<file path="src/rtl/sensor_cap_pkg.sv">
// Shared types and default parameters for the sensor window capture block.
// Build option: SENSOR_SYNC_EN adds a two-flop synchronizer on each raw sensor lane.
package sensor_cap_pkg;

    localparam int NUM_SENSORS_DEF = 10;
    localparam int WIN_CYCLES_DEF  = 256;
    localparam int CNT_W_DEF       = 4;
    localparam int THRESH_DEF      = 1;

    typedef logic [NUM_SENSORS_DEF-1:0] sensor_vec_t;

    typedef enum logic {
        IDLE  = 1'b0,
        ACCUM = 1'b1
    } cap_state_e;

endpackage

</file>
<file path="src/rtl/sensor_evt_counter.sv">
// One sensor lane: saturating event counter plus threshold compare.
// hit includes the current cycle's event, so the window-end cycle is counted.
module sensor_evt_counter
    import sensor_cap_pkg::*;
#(
    parameter int CNT_W  = CNT_W_DEF,
    parameter int THRESH = THRESH_DEF
) (
    input  logic clk,
    input  logic rst,
    input  logic clr,
    input  logic cnt_en,
    input  logic raw,
    output logic hit
);

    localparam logic [CNT_W-1:0] CNT_MAX = '1;

    logic [CNT_W-1:0] cnt;
    logic [CNT_W:0]   sum;

    assign sum = {1'b0, cnt} + {{CNT_W{1'b0}}, raw};
    assign hit = (sum >= (CNT_W+1)'(THRESH));

    always_ff @(posedge clk or posedge rst) begin
        if (rst) begin
            cnt <= '0;
        end else if (clr) begin
            cnt <= '0;
        end else if (cnt_en && raw && (cnt != CNT_MAX)) begin
            cnt <= cnt + 1'b1;
        end
    end

endmodule

</file>
<file path="src/rtl/sensor_window_capture.sv">
// Counts per-sensor events over a fixed window and publishes a thresholded vector
// with valid/ack handshake and sticky overrun. Build option: SENSOR_SYNC_EN.
module sensor_window_capture
    import sensor_cap_pkg::*;
#(
    parameter int NUM_SENSORS = NUM_SENSORS_DEF,
    parameter int WIN_CYCLES  = WIN_CYCLES_DEF,
    parameter int CNT_W       = CNT_W_DEF,
    parameter int THRESH      = THRESH_DEF,
    localparam int WW         = (WIN_CYCLES > 1) ? $clog2(WIN_CYCLES) : 1
) (
    input  logic                   clk,
    input  logic                   rst,
    input  logic                   en,
    input  logic [NUM_SENSORS-1:0] sensor_raw,
    input  logic                   sensor_ack,
    input  logic                   ovr_clr,
    output logic [NUM_SENSORS-1:0] sensor_level0,
    output logic                   sensor_valid,
    output logic                   overrun,
    output logic [WW-1:0]          win_cnt
);

    localparam logic [WW-1:0] WIN_LAST = WW'(WIN_CYCLES - 1);

    logic [NUM_SENSORS-1:0] sensor_evt;
    logic [NUM_SENSORS-1:0] lane_hit;
    logic                   win_end;
    cap_state_e             state;

`ifdef SENSOR_SYNC_EN
    logic [NUM_SENSORS-1:0] sync_q1;
    logic [NUM_SENSORS-1:0] sync_q2;

    always_ff @(posedge clk or posedge rst) begin
        if (rst) begin
            sync_q1 <= '0;
            sync_q2 <= '0;
        end else begin
            sync_q1 <= sensor_raw;
            sync_q2 <= sync_q1;
        end
    end

    assign sensor_evt = sync_q2;
`else
    assign sensor_evt = sensor_raw;
`endif

    // The cycle that sees en=1 is already window cycle 0, even from IDLE.
    assign win_end = en && (win_cnt == WIN_LAST);

    for (genvar i = 0; i < NUM_SENSORS; i++) begin : g_lane
        sensor_evt_counter #(
            .CNT_W  (CNT_W),
            .THRESH (THRESH)
        ) u_cnt (
            .clk    (clk),
            .rst    (rst),
            .clr    (!en || win_end),
            .cnt_en (en),
            .raw    (sensor_evt[i]),
            .hit    (lane_hit[i])
        );
    end

    always_ff @(posedge clk or posedge rst) begin
        if (rst) begin
            state         <= IDLE;
            win_cnt       <= '0;
            sensor_level0 <= '0;
            sensor_valid  <= 1'b0;
            overrun       <= 1'b0;
        end else begin
            case (state)
                IDLE:    if (en)  state <= ACCUM;
                ACCUM:   if (!en) state <= IDLE;
                default: state <= IDLE;
            endcase

            if (!en || win_end) begin
                win_cnt <= '0;
            end else begin
                win_cnt <= win_cnt + 1'b1;
            end

            if (win_end) begin
                sensor_level0 <= lane_hit;
                sensor_valid  <= 1'b1;
            end else if (sensor_valid && sensor_ack) begin
                sensor_valid  <= 1'b0;
            end

            // A fresh overrun outranks a same-cycle clear.
            if (win_end && sensor_valid && !sensor_ack) begin
                overrun <= 1'b1;
            end else if (ovr_clr) begin
                overrun <= 1'b0;
            end
        end
    end

endmodule

</file>
<file path="config.mk">
export PLATFORM = sky130hd
export DESIGN_NAME = sensor_window_capture
export DESIGN_NICKNAME = d
export VERILOG_FILES = /design/src/rtl/sensor_cap_pkg.sv /design/src/rtl/sensor_evt_counter.sv /design/src/rtl/sensor_window_capture.sv
export SDC_FILE = /design/constraint.sdc
export NUM_CORES = 1
export LEC_CHECK = 0
export CORE_MARGIN = 5
export CORE_UTILIZATION = 63
export DETAILED_ROUTE_END_ITERATION = 8
export DONT_BUFFER_PORTS = 1
export HOLD_SLACK_MARGIN = 0.08
export PLACE_DENSITY = 0.79
export SLEW_MARGIN = 15
export SYNTH_ARGS = -nofsm -noshare
export SYNTH_HDL_FRONTEND = slang
export SYNTH_SLANG_ARGS = --single-unit
</file>
<file path="constraint.sdc">
create_clock -name clk -period 4.75 [get_ports clk]
set_clock_uncertainty 0.1 [all_clocks]
set_input_delay 0.95 -clock clk [delete_from_list [all_inputs] [get_ports clk]]
set_output_delay 0.95 -clock clk [all_outputs]
set_load 0.02 [all_outputs]
</file>
==> impl_metrics.ini, run 1 <==
[logic_synthesis]
yosysSeqAreaShare_pct = 44.4
synthArstFlopShare_pct = 100
yosysMostFrequentCell = dfrtp_1
synth_seq_cells = 60
synthCells = 354
synth_area_per_cell_um2 = 9.55
ys_top_cells_by_count = dfrtp_1 (60), a21oi_1 (35), ha_1 (31), o21ai_0 (31), nor3_1 (28)
synth_top_area_share_pct = 44.4
synth-edff-count = 0
yosysUniqueCellTypes = 35
syn_nets = 400
synth_warnings = 0
yosysTopAreaCell = dfrtp_1
synth_top_cells_by_area = dfrtp_1 (44%), ha_1 (11%), a21oi_1 (5.2%)
synth.cell_area_um2 = 3380
synth_ff_type = dfrtp_1

[cts]
ctsResizeCount = 0
insertion_delay_ns = 0.34
cts_setup_buffers = 0
cts.sinks = 60
cts_buffers = 9
htree_levels = 3
root_buffer = clkbuf_8
clock_path_buffers = 2
hold_buffers = 0
cts_tree = built
clk_pin_slew_worst_paths_ns = 0.07

[timing]
rsz0062_at_grt = false
final.min_clock_period_ns = 2.27
fin_setup_tns_ns = 0
relSlewSlack_pct = 49.4
finalSetupViolCount = 0
max_freq_mhz = 441
worstMarginPinSlew_ns = 0.756
hold_viol_final = 0
finalCritPeriodShare_pct = 47.7
finalMaxSlewViolations = 0

[critical_path]
path_max_fanout = 36
cp-end-kind = flip-flop
r2r_cells = 5
worstSetupStartpoint = win_cnt[0]
critPathKind = flip-flop to flip-flop
arrival_ns = 2.37
cp.required_ns = 4.86
timing.reg2reg.setup_slack_ns = 2.48
rr_endpoint = g_lane[8].u_cnt.cnt[2]
r2r_start = win_cnt[0]
start_kind = flip-flop
cp-endpoint = g_lane[8].u_cnt.cnt[2]

[pwr]
switching_share_pct = 22.4
p_leak_nw = 1.74
clock_power_share_pct = 47.9
p_seq_share_pct = 45.5
ir_worst_vdd_mv = 0.221
p_int_uw = 935
power_frac_comb_pct = 6.6
switchingPower_uw = 269
power_density_nw_per_um2 = 326

[global_routing]
grt_pass1_wl_mm = 11.7
grt_max_degree = 37
antenna_found_initial = 0
overflow = 0
grt_usage_pct = 20.6
grt_pass1_vias = 2606

[job]
cap_violations = 0

[place]
place_area_um2 = 3450
portBuffers = 0
place_hpwl_mm = 4.53
gp_congestion = 0.789

[floorplan]
ios = 35
core_area_um2 = 5170
die_w_um = 83.2
dieArea_um2 = 6930
start_util_pct = 65.3
rows = 26
die_h_um = 83.2

[detailed_routing]
dr.pass1.iters = 4
vias = 2705
ant_nets = 0
drt_iter0_drc = 123
viasPerCell = 6.22
wire_per_inst_um = 15.3
routed_wirelength_mm = 6.66
drcViolationCount = 0

[layout]
fillers = 386
nNetsFinal = 406
design_area_um2 = 3700
regArea_um2 = 1500
syn_to_final_growth_pct = 9.44
drive_above_1_share_pct = 9.04
antenna_cells = 0
multi_input_area_um2 = 1760

[worst_hold_path]
min_path_type = primary input to asynchronous set/reset pin

[outcome]
status = completed
state kept, by name, indices dropped and copies added (netlist names):
register and count:
g_lane.u_cnt.cnt 40, sensor_level0 10, win_cnt 8, sensor_valid 1, overrun 1
critical path, cell delays in order (launching register included):
cell and delay [ns]:
dfrtp_1 0.57, ha_1 0.36, nand4_1 0.18, o21ai_2 0.35, buf_4 0.44, nor3_1 0.12
worst min-delay path by stage:
stage | end
floorplan | g_lane[4].u_cnt.cnt[3]
global placement | g_lane[3].u_cnt.cnt[3]
detailed placement | g_lane[3].u_cnt.cnt[3]
CTS | g_lane[0].u_cnt.cnt[1]
global route | g_lane[0].u_cnt.cnt[1]
finish | g_lane[2].u_cnt.cnt[2]
layout by cell type (no fill, tap or decap), types with 11 or more instances in the layout:
| cell | count |
|---|---|
| nor3_1 | 28 |
| inv_1 | 21 |
| nand4_1 | 11 |
| a31oi_1 | 21 |
| dfrtp_1 | 60 |
| clkbuf_8 | 11 |
| nand2_1 | 13 |
| a21oi_1 | 35 |
| o21ai_0 | 31 |
| ha_1 | 31 |
stage by stage:
stage	hold WS, ns	setup WS (ns)	total power, mW	instances	util [%]
detailed placement	0.481	2.50	0.637	419	66.7
global placement	0.474	2.60	0.633	419	66.7
floorplan	0.446	2.22	0.618	354	-
global route	0.508	2.28	1.26	435	71.5
finish	0.457	2.48	1.20	435	71.5
CTS	0.476	2.49	1.21	435	71.5
area by class of cell:
type | count | area share (%)
Sequential cell | 60 | 40.6
Inverter | 22 | 2.23
Timing Repair Buffer | 2 | 0.406
Clock buffer | 12 | 4.19
Clock inverter | 4 | 2.57
Tap cell | 70 | 2.37
Multi-Input combinational cell | 265 | 47.6
kinds of logic after synthesis:
kind of cell | after synthesis | synth area share, %
buf+inv | 29 | 3.44
compound gates | 103 | 17.3
fa+ha+maj | 31 | 11.5
xor+xnor | 3 | 0.778
simple gates | 128 | 22.6
flops | 60 | 44.4
layer usage:
metal / vias to the layer above / track usage, % / wire, µm
met4: 0 / 7.13 / 104
met2: 43 / 34.4 / 3280
li1: 1350 / - / -
met5: - / 0 / 0
met1: 1302 / 24.4 / 2900
met3: 10 / 7.33 / 375
power by group through the flow:
stage          Sequential, mW  Combinational, mW  Clock (mW)
4_1_cts                 0.548             0.0817       0.584
3_5_place_dp            0.557             0.0803           0
5_1_grt                 0.551             0.0969       0.607
3_3_place_gp            0.556             0.0763           0
2_1_floorplan           0.552             0.0660           0
6_report                0.548             0.0796       0.577
No activity file was read; power rests on OpenSTA's default activity.
==> inputs of run 2 (changes only) <==
==> constraint.sdc (replaced) <==
create_clock -name clk -period 2.2 [get_ports clk]
set_clock_uncertainty 0.1 [all_clocks]
set_input_delay 0.44 -clock clk [delete_from_list [all_inputs] [get_ports clk]]
set_output_delay 0.44 -clock clk [all_outputs]
set_load 0.02 [all_outputs]
==> run 2 against run 1 <==
Register-to-register slack lost 2.0 ns. First-iteration DRC count is 65% higher. Routed wire length is 7.5% higher. Critical path depth shrank 1. Largest cell class unchanged. Hold slack got worse by 0.35 ns. Sequential power is 120% higher. Worst setup slack lost 2.0 ns. Sequential share of layout area rose by 0.23 points. Non-clock buffer count rose by 6.
==> impl_metrics.ini, run 2 (synthesized netlist as in run 1, its figures left out) <==
[floorplan]
dieArea_um2 = 6930
ios = 35
core_area_um2 = 5170
rows = 26
die_w_um = 83.2
die_h_um = 83.2
start_util_pct = 65.3

[layout]
mostFrequentLayoutCells = dfrtp_1 (60), a21oi_1 (35), o21ai_0 (31), ha_1 (31), nor3_1 (28)
syn_to_final_growth_pct = 8.81
nNetsFinal = 412
top_regs = g_lane.u_cnt.cnt: 40 flops, sensor_level0: 10 flops, win_cnt: 8 flops
drive_above_1_share_pct = 9.73
multi_input_area_um2 = 1760
largest_reg_flops = 40
largest-register = g_lane.u_cnt.cnt
regArea_um2 = 1500
final_common_cell = dfrtp_1
final_cells = 440
antenna_cells = 0
fillers = 385

[critical_path]
path_delay_family = simple AND/OR/NAND/NOR gates
slowest_stage = and4_1
arrival_ns = 1.91
cp-end-kind = flip-flop
crit_top_cell = a31oi_1
critPathKind = flip-flop to flip-flop
path_cells = ha_1 -> and4_1 -> a31oi_1 -> a31oi_1
cp.required_ns = 2.35
timing.reg2reg.setup_slack_ns = 0.44
r2r_start = win_cnt[0]
path_max_fanout = 11
rr_endpoint = sensor_level0[0]
r2r_cells = 4
critPathMaxStageDelay_ns = 0.56
crit_buf_inv = 0
start_kind = flip-flop

[detailed_routing]
viasPerCell = 6.38
drcViolationCount = 0
wire_per_inst_um = 16.3
dr.pass1.iters = 4
drt_iter0_drc = 203
routed_wirelength_mm = 7.16
ant_nets = 0
vias = 2809

[cts]
clock_path_buffers = 2
cts.sinks = 60
root_buffer = clkbuf_8
htree_levels = 3
insertion_delay_ns = 0.34
ctsResizeCount = 0
cts_tree = built
clk_pin_slew_worst_paths_ns = 0.06
cts_buffers = 9

[outcome]
status = completed

[worst_hold_path]
hold_depth = 1
min_path_type = primary input to flip-flop
hold_end = overrun
hold_start = ovr_clr

[pwr]
ir_worst_vdd_mv = 0.467
power_density_nw_per_um2 = 611
p_leak_nw = 1.73
total_power_mw = 2.25

[timing]
max_freq_mhz = 569
finalMaxSlewViolations = 0
fin_setup_tns_ns = 0
hold_viol_final = 0
worstMarginPinSlew_ns = 0.518
finalSetupViolCount = 0
final.min_clock_period_ns = 1.76
relSlewSlack_pct = 65.5
rsz0062_at_grt = false
finalCritPeriodShare_pct = 79.9
layout_setup_ws_ns = 0.441

[global_routing]
grt_pass1_vias = 2760
grt_pass1_wl_mm = 12.4
antenna_found_initial = 0
grt_usage_pct = 21.7
grt_max_degree = 61
overflow = 0

[place]
gp_congestion = 0.833
place_hpwl_mm = 4.83
dp.cells = 424
preCtsSetupSlack_ns = 0.487
portBuffers = 0

[job]
cap_violations = 0
run 2: changes by cell type in the layout (fill, tap and decap cells not counted):
cell	previous run	this run
bufinv_16	3	0
clkbuf_1	1	2
clkinv_2	1	2
dlygate4sd3_1	0	1
buf_4	2	6
buf_12	0	1
run 2: worst max-delay path by stage:
stage                           from  slack, ns                     end  cells after the start
after floorplan                  rst       0.18  g_lane[0].u_cnt.cnt[0]                      1
after global placement    win_cnt[0]       0.57  g_lane[1].u_cnt.cnt[2]                      5
after detailed placement  win_cnt[0]       0.49        sensor_level0[0]                      4
after CTS                 win_cnt[0]       0.47        sensor_level0[0]                      4
after global routing      win_cnt[0]       0.32        sensor_level0[0]                      4
final                     win_cnt[0]       0.44        sensor_level0[0]                      4
run 2: power by group:
| part | leakage, nW | switching (mW) | internal [mW] |
|---|---|---|---|
| clock network | 0.0893 | 0.415 | 0.461 |
| registers | 0.822 | 0.0413 | 1.13 |
| logic | 0.822 | 0.113 | 0.0808 |
| total | 1.73 | 0.569 | 1.68 |
run 2: repair_timing:
| action | 4_1_cts | 5_1_grt |
|---|---|---|
| hold endpoints to repair | 60 | 0 |
| endpoints found under the setup margin | 0 | 0 |
| setup buffers | 0 | 0 |
| hold buffers | 1 | 0 |
run 2: per-layer routing:
metal,vias to the layer above,track usage [%],share of wire [%]
met4,0,8.92,1.6
met1,1379,27.1,44
li1,1351,-,-
met2,70,36.7,49
met3,9,4.55,5.4
met5,-,0,0
run 2: layout make-up:
type                    count  area share, %
multi-input cells         265           47.9
flip-flops and latches     60           40.8
clock buffers              13           4.32
well taps                  70           2.38
inverters                  22           2.25
repair buffers              8           2.04
clock inverters             2          0.272
run 2: stage by stage:
step                instance area (µm²)  hold slack (ns)  utilization [%]
finish                             3680            0.103             71.1
global route                       3680           0.0976             71.1
CTS                                3680           0.0920             71.1
detailed placement                 3500            0.319             67.6
global placement                   3500            0.313             67.6
floorplan                          3380            0.446                -
